[src/rtl/vga_sync_gen.sv]
// Raster timing generator: pixel strobe, x/y counts, video_on, hsync/vsync, frame_start.
// Optional 1 Hz frame tick is compiled in with VGA_BLINK_TICK_EN.
module vga_sync_gen #(
   parameter int unsigned H_DISPLAY = 800,
   parameter int unsigned H_FP      = 56,
   parameter int unsigned H_SYNC    = 120,
   parameter int unsigned H_BP      = 64,
   parameter int unsigned V_DISPLAY = 600,
   parameter int unsigned V_FP      = 37,
   parameter int unsigned V_SYNC    = 6,
   parameter int unsigned V_BP      = 23,
   parameter bit          SYNC_POL  = 1'b1,
   parameter int unsigned CLK_DIV   = 2
`ifdef VGA_BLINK_TICK_EN
   ,
   parameter int unsigned FRAMES_PER_SEC = 72
`endif
) (
   input  logic        clk,
   input  logic        reset,
   output logic        p_tick,
   output logic [10:0] x,
   output logic [10:0] y,
   output logic        video_on,
   output logic        hsync,
   output logic        vsync,
   output logic        frame_start
`ifdef VGA_BLINK_TICK_EN
   ,
   output logic        tick_1Hz
`endif
);

   localparam int unsigned CNT_W    = 11;
   localparam int unsigned DIV_W    = 4;
   localparam int unsigned H_TOTAL  = H_DISPLAY + H_FP + H_SYNC + H_BP;
   localparam int unsigned V_TOTAL  = V_DISPLAY + V_FP + V_SYNC + V_BP;
   localparam int unsigned HS_START = H_DISPLAY + H_FP;
   localparam int unsigned HS_END   = HS_START + H_SYNC - 1;
   localparam int unsigned VS_START = V_DISPLAY + V_FP;
   localparam int unsigned VS_END   = VS_START + V_SYNC - 1;

   if (H_TOTAL > 2048 || V_TOTAL > 2048) begin : g_bad_total
      $error("vga_sync_gen: H_TOTAL/V_TOTAL exceed 11-bit counter range");
   end
   if (CLK_DIV < 1 || CLK_DIV > 16) begin : g_bad_div
      $error("vga_sync_gen: CLK_DIV must be in 1..16");
   end

   logic [DIV_W-1:0] div_q;
   logic [DIV_W-1:0] div_nxt_c;
   logic [CNT_W-1:0] x_nxt_c;
   logic [CNT_W-1:0] y_nxt_c;
   logic             start_c;

   // Next-state counts; flags below are decoded from these so they register with x/y
   always_comb begin
      div_nxt_c = (div_q == DIV_W'(CLK_DIV - 1)) ? '0 : div_q + DIV_W'(1);
      x_nxt_c   = x;
      y_nxt_c   = y;
      if (p_tick) begin
         if (x == CNT_W'(H_TOTAL - 1)) begin
            x_nxt_c = '0;
            y_nxt_c = (y == CNT_W'(V_TOTAL - 1)) ? '0 : y + CNT_W'(1);
         end else begin
            x_nxt_c = x + CNT_W'(1);
         end
      end
      start_c = p_tick && (x_nxt_c == '0) && (y_nxt_c == '0);
   end

   always_ff @(posedge clk or posedge reset) begin
      if (reset) begin
         div_q       <= '0;
         p_tick      <= 1'b0;
         x           <= CNT_W'(H_TOTAL - 1);
         y           <= CNT_W'(V_TOTAL - 1);
         video_on    <= 1'b0;
         hsync       <= ~SYNC_POL;
         vsync       <= ~SYNC_POL;
         frame_start <= 1'b0;
      end else begin
         div_q       <= div_nxt_c;
         p_tick      <= (div_nxt_c == DIV_W'(CLK_DIV - 1));
         x           <= x_nxt_c;
         y           <= y_nxt_c;
         video_on    <= (x_nxt_c < CNT_W'(H_DISPLAY)) && (y_nxt_c < CNT_W'(V_DISPLAY));
         hsync       <= ((x_nxt_c >= CNT_W'(HS_START)) && (x_nxt_c <= CNT_W'(HS_END))) ?
                        SYNC_POL : ~SYNC_POL;
         vsync       <= ((y_nxt_c >= CNT_W'(VS_START)) && (y_nxt_c <= CNT_W'(VS_END))) ?
                        SYNC_POL : ~SYNC_POL;
         frame_start <= start_c;
      end
   end

`ifdef VGA_BLINK_TICK_EN
   localparam int unsigned FC_W = 7;

   if (FRAMES_PER_SEC < 1 || FRAMES_PER_SEC > 128) begin : g_bad_fps
      $error("vga_sync_gen: FRAMES_PER_SEC must be in 1..128");
   end

   logic [FC_W-1:0] frame_cnt;

   // Frame counter wraps on the frame_start that emits the tick
   always_ff @(posedge clk or posedge reset) begin
      if (reset) begin
         frame_cnt <= '0;
         tick_1Hz  <= 1'b0;
      end else begin
         tick_1Hz <= 1'b0;
         if (start_c) begin
            if (frame_cnt == FC_W'(FRAMES_PER_SEC - 1)) begin
               frame_cnt <= '0;
               tick_1Hz  <= 1'b1;
            end else begin
               frame_cnt <= frame_cnt + FC_W'(1);
            end
         end
      end
   end
`endif

endmodule

[config.mk]
export PLATFORM = sky130hd
export DESIGN_NAME = vga_sync_gen
export DESIGN_NICKNAME = d
export VERILOG_FILES = /design/src/rtl/vga_sync_gen.sv
export SDC_FILE = /design/constraint.sdc
export NUM_CORES = 1
export LEC_CHECK = 0
export ABC_AREA = 1
export CAP_MARGIN = 0
export CORE_UTILIZATION = 49
export CTS_BUF_LIST = sky130_fd_sc_hd__clkbuf_4
export DETAILED_ROUTE_END_ITERATION = 8
export PLACE_DENSITY_LB_ADDON = 0.2
export SLEW_MARGIN = 10
export SYNTH_ARGS = -nofsm -noshare
export SYNTH_HDL_FRONTEND = slang
export SYNTH_SLANG_ARGS = --single-unit
[constraint.sdc]
create_clock -name clk -period 2.1 [get_ports clk]
set_input_delay 0.42 -clock clk [delete_from_list [all_inputs] [get_ports clk]]
set_output_delay 0.42 -clock clk [all_outputs]
set_load 0.02 [all_outputs]
==> impl_metrics.py <==
metrics = {
    "outcome": {
        "status": "completed",
    },
    "grt": {
        "grt_pass1_vias": 1923,
        "grt-ovfl-total": 0,
        "antenna_found_initial": 0,
        "grt_usage_pct": 26.6,
        "grt_max_degree": 32,
        "grt_pass1_wl_um": 8590,
    },
    "yosys": {
        "muxShareOfSynthArea_pct": 0,
        "synth_area_per_cell_um2": 6.94,
        "synth.net_count": 295,
        "synth_cell_types": 30,
        "synth-edff-count": 0,
        "yosys.area.top_type_share_pct": 26.1,
        "synth_area_um2": 2010,
        "async_flop_share_pct": 100,
        "ys_warn_count": 0,
        "yosys-top-cells-area": "dfrtp_1, nand2_1, dfstp_2, inv_1, nor2_1",
        "yosysTopAreaCell": "dfrtp_1",
        "synth_fa_ha_area_share_pct": 1.86,
        "synth_top_flop_cell": "dfrtp_1",
        "synth_seq_cells": 31,
        "synth_common_cells": "nand2_1, inv_1, nor2_1",
        "syn_inst": 290,
        "synth_top_family_by_area": "simple AND/OR/NAND/NOR gates",
        "synthXorXnorAreaFrac_pct": 2.61,
        "ys_seq_area_share_pct": 39.2,
        "synth_simple_gate_area_share_pct": 41.0,
        "yosysMostFrequentCell": "nand2_1",
        "synth_compound_area_share_pct": 5.53,
    },
    "drt": {
        "route.detailed.drc": 0,
        "vias_per_cell": 5.28,
        "drt_iter0_drc": 130,
        "drt_first_pass_iters": 5,
        "wl_um": 5260,
        "route.detailed.wl_per_inst_um": 13.3,
        "vias": 2086,
        "drtAntennaViolNets": 0,
    },
    "floorplan": {
        "initial_core_util_pct": 53.0,
        "rows": 22,
        "design.die.area_um2": 4370,
        "io_pins": 29,
        "die_y_um": 66.1,
        "die_w_um": 66.1,
        "coreArea_um2": 3800,
    },
    "clock_network": {
        "clock_path_buffers": 2,
        "cts.sinks": 31,
        "cts_max_level": 2,
        "cts_tree": "done",
        "insertion_delay_ps": 350,
        "cts_root_buf": "clkbuf_4",
        "cts.clk_slew.worst_paths_ps": 110,
        "cts_buffers": 5,
    },
    "timing": {
        "period_needed_ps": 2070,
        "hold_viol_final": 0,
        "slew_headroom_pct": 73.1,
        "rsz0062_at_grt": "true",
        "drv_slew": 0,
        "finalCritPeriodShare_pct": 98.4,
        "setup-tns-final_ps": 0,
        "layout_setup_ws_ps": 33.2,
        "finalClockSkew_ps": 7.08,
        "setup_viol": 0,
        "timing.fmax_mhz": 484,
        "tightest_slew_ps": 404,
    },
    "worst_setup_path": {
        "path_cells": "ha_1, nand4_1, nor2_2, buf_4, nor2_1, o21ai_1, nand2_1, nand3_1, nor2_1, nor2_1, nor2_2",
        "slowest_delay_ps": 570,
        "r2r-end": "vsync$_DFF_PP0_",
        "cp.depth": 11,
        "arrival_ps": 2320,
        "cp_top_family": "simple AND/OR/NAND/NOR gates",
        "critPathKind": "flip-flop to flip-flop",
        "cp_data_required_time_ps": 2360,
        "rr_startpoint": "y[0]$_DFF_PP1_",
        "cp-endpoint": "vsync$_DFF_PP0_",
        "regToRegSetupSlack_ps": 30,
        "cp-end-kind": "flip-flop",
        "critPathMaxFanout": 4,
        "crit_start": "y[0]$_DFF_PP1_",
        "crit_slowest_cell": "dfstp_2",
        "worst_setup_path_start_kind": "flip-flop",
        "cp_common_cell": "nor2_1",
        "rr_worst_depth": 11,
        "path_buf_inv": 1,
    },
    "worst_hold_path": {
        "hold_path_class": "input port to asynchronous set/reset pin",
    },
    "placed_design": {
        "gp_congestion": 0.900,
        "pre_cts_ws_ps": -14.0,
        "dp_hpwl_um": 3830,
        "port_buffers": 28,
    },
    "cells_and_area": {
        "nets": 351,
        "syn2layout_area_growth_pct": 33.7,
        "drive_gt1_share_pct": 22.8,
        "fillCellCount": 315,
        "fin_util_pct": 70.9,
        "antenna_cells": 0,
    },
    "power_and_ir_drop": {
        "p_leak_nw": 1.34,
        "p_per_area_nw_per_um2": 360,
        "ir_drop_uv": 434,
    },
    "flow_run": {
        "cap_violations": 0,
    },
}
==> cell families after synthesis <==
logic type      after synthesis
simple gates                180
buf+inv                      51
flops                        31
compound gates               19
xor+xnor                      6
fa+ha+maj                     3
==> area by class of cell <==
type	count	area [um^2]	area share [%]
clock inverters	3	20.0	0.743
flip-flops and latches	31	790	29.3
repair buffers	51	469	17.4
clock buffers	5	37.5	1.39
multi-input cells	209	1130	42.1
inverters	48	183	6.78
well taps	48	60.1	2.23
==> worst min-delay path, cell delays in order <==
cell	delay (ps)
clkdlybuf4s50_1	400
inv_1	50
buf_4	360
==> per-stage QoR <==
| stage | instances | total power [W] | hold slack, ps | cell area [um^2] |
|---|---|---|---|---|
| 6_report | 395 | 0.000969 | 448 | 2690 |
| 5_1_grt | 395 | 0.00100 | 483 | 2690 |
| 4_1_cts | 393 | 0.000980 | 461 | 2590 |
| 3_5_place_dp | 382 | 0.000624 | 464 | 2480 |
| 3_3_place_gp | 382 | 0.000624 | 467 | 2480 |
| 2_1_floorplan | 290 | 0.000617 | 438 | 2010 |
==> timing repair <==
action | in CTS | in global routing
resized for setup | 10 | 23
endpoints found under the setup margin | 3 | 5
buffers inserted | 3 | 1
cloned | 0 | 1
hold buffers | 0 | 0
pin swaps | 6 | 9
==> worst min-delay path by stage <==
stage | slack (ps) | to | start | cells after the start
after CTS | 460 | div_q[0]$_DFF_PP0_ | reset | 3
after floorplan | 440 | div_q[0]$_DFF_PP0_ | div_q[0]$_DFF_PP0_ | 1
after global placement | 470 | div_q[0]$_DFF_PP0_ | div_q[0]$_DFF_PP0_ | 1
final | 450 | y[5]$_DFF_PP0_ | reset | 3
after global routing | 480 | frame_start$_DFF_PP0_ | reset | 3
after detailed placement | 460 | p_tick$_DFF_PP0_ | div_q[3]$_DFF_PP0_ | 1
==> placed cells by master, fill, tap and decap left out, types with 2 or more instances in the layout <==
cell type,netlist,final
nand2_2,1,4
dfrtp_1,21,20
buf_6,0,3
dfstp_2,10,10
clkbuf_4,0,5
clkinvlp_4,0,2
nor2_2,6,11
nand3_2,2,3
ha_1,3,2
nand3_4,0,2
xor2_1,4,4
nand3_1,26,23
nor2_4,2,4
buf_4,2,20
inv_1,46,42
nor3_1,6,6
inv_2,2,5
xnor2_1,2,2
dlymetal6s2s_1,0,2
nand2_1,79,76
nand4_1,11,11
a21oi_1,2,2
clkdlybuf4s50_1,0,26
nor2_1,42,35
o21ai_0,8,8
a21boi_0,2,2
o21ai_1,4,3
==> state kept, by name, indices dropped and copies added, names as in the netlist <==
| name | cells |
|---|---|
| p_tick | 1 |
| hsync | 1 |
| vsync | 1 |
| x | 11 |
| div_q | 4 |
| frame_start | 1 |
| video_on | 1 |
| y | 11 |
==> report_power, final <==
part           leakage [nW]  internal [W]  total (W)  switching (W)
clock                0.0272      0.000127   0.000356       0.000228
combinational         0.931    0.00000298  0.0000149      0.0000119
sequential            0.377      0.000598   0.000598              0
==> metal layers <==
| layer | global-route usage, % | wire (um) |
|---|---|---|
| met2 | 42.3 | 2580 |
| met5 | 0 | 0 |
| met3 | 5.86 | 322 |
| met1 | 34.4 | 2250 |
| met4 | 12.2 | 106 |
(Power assumes the default switching activity.)
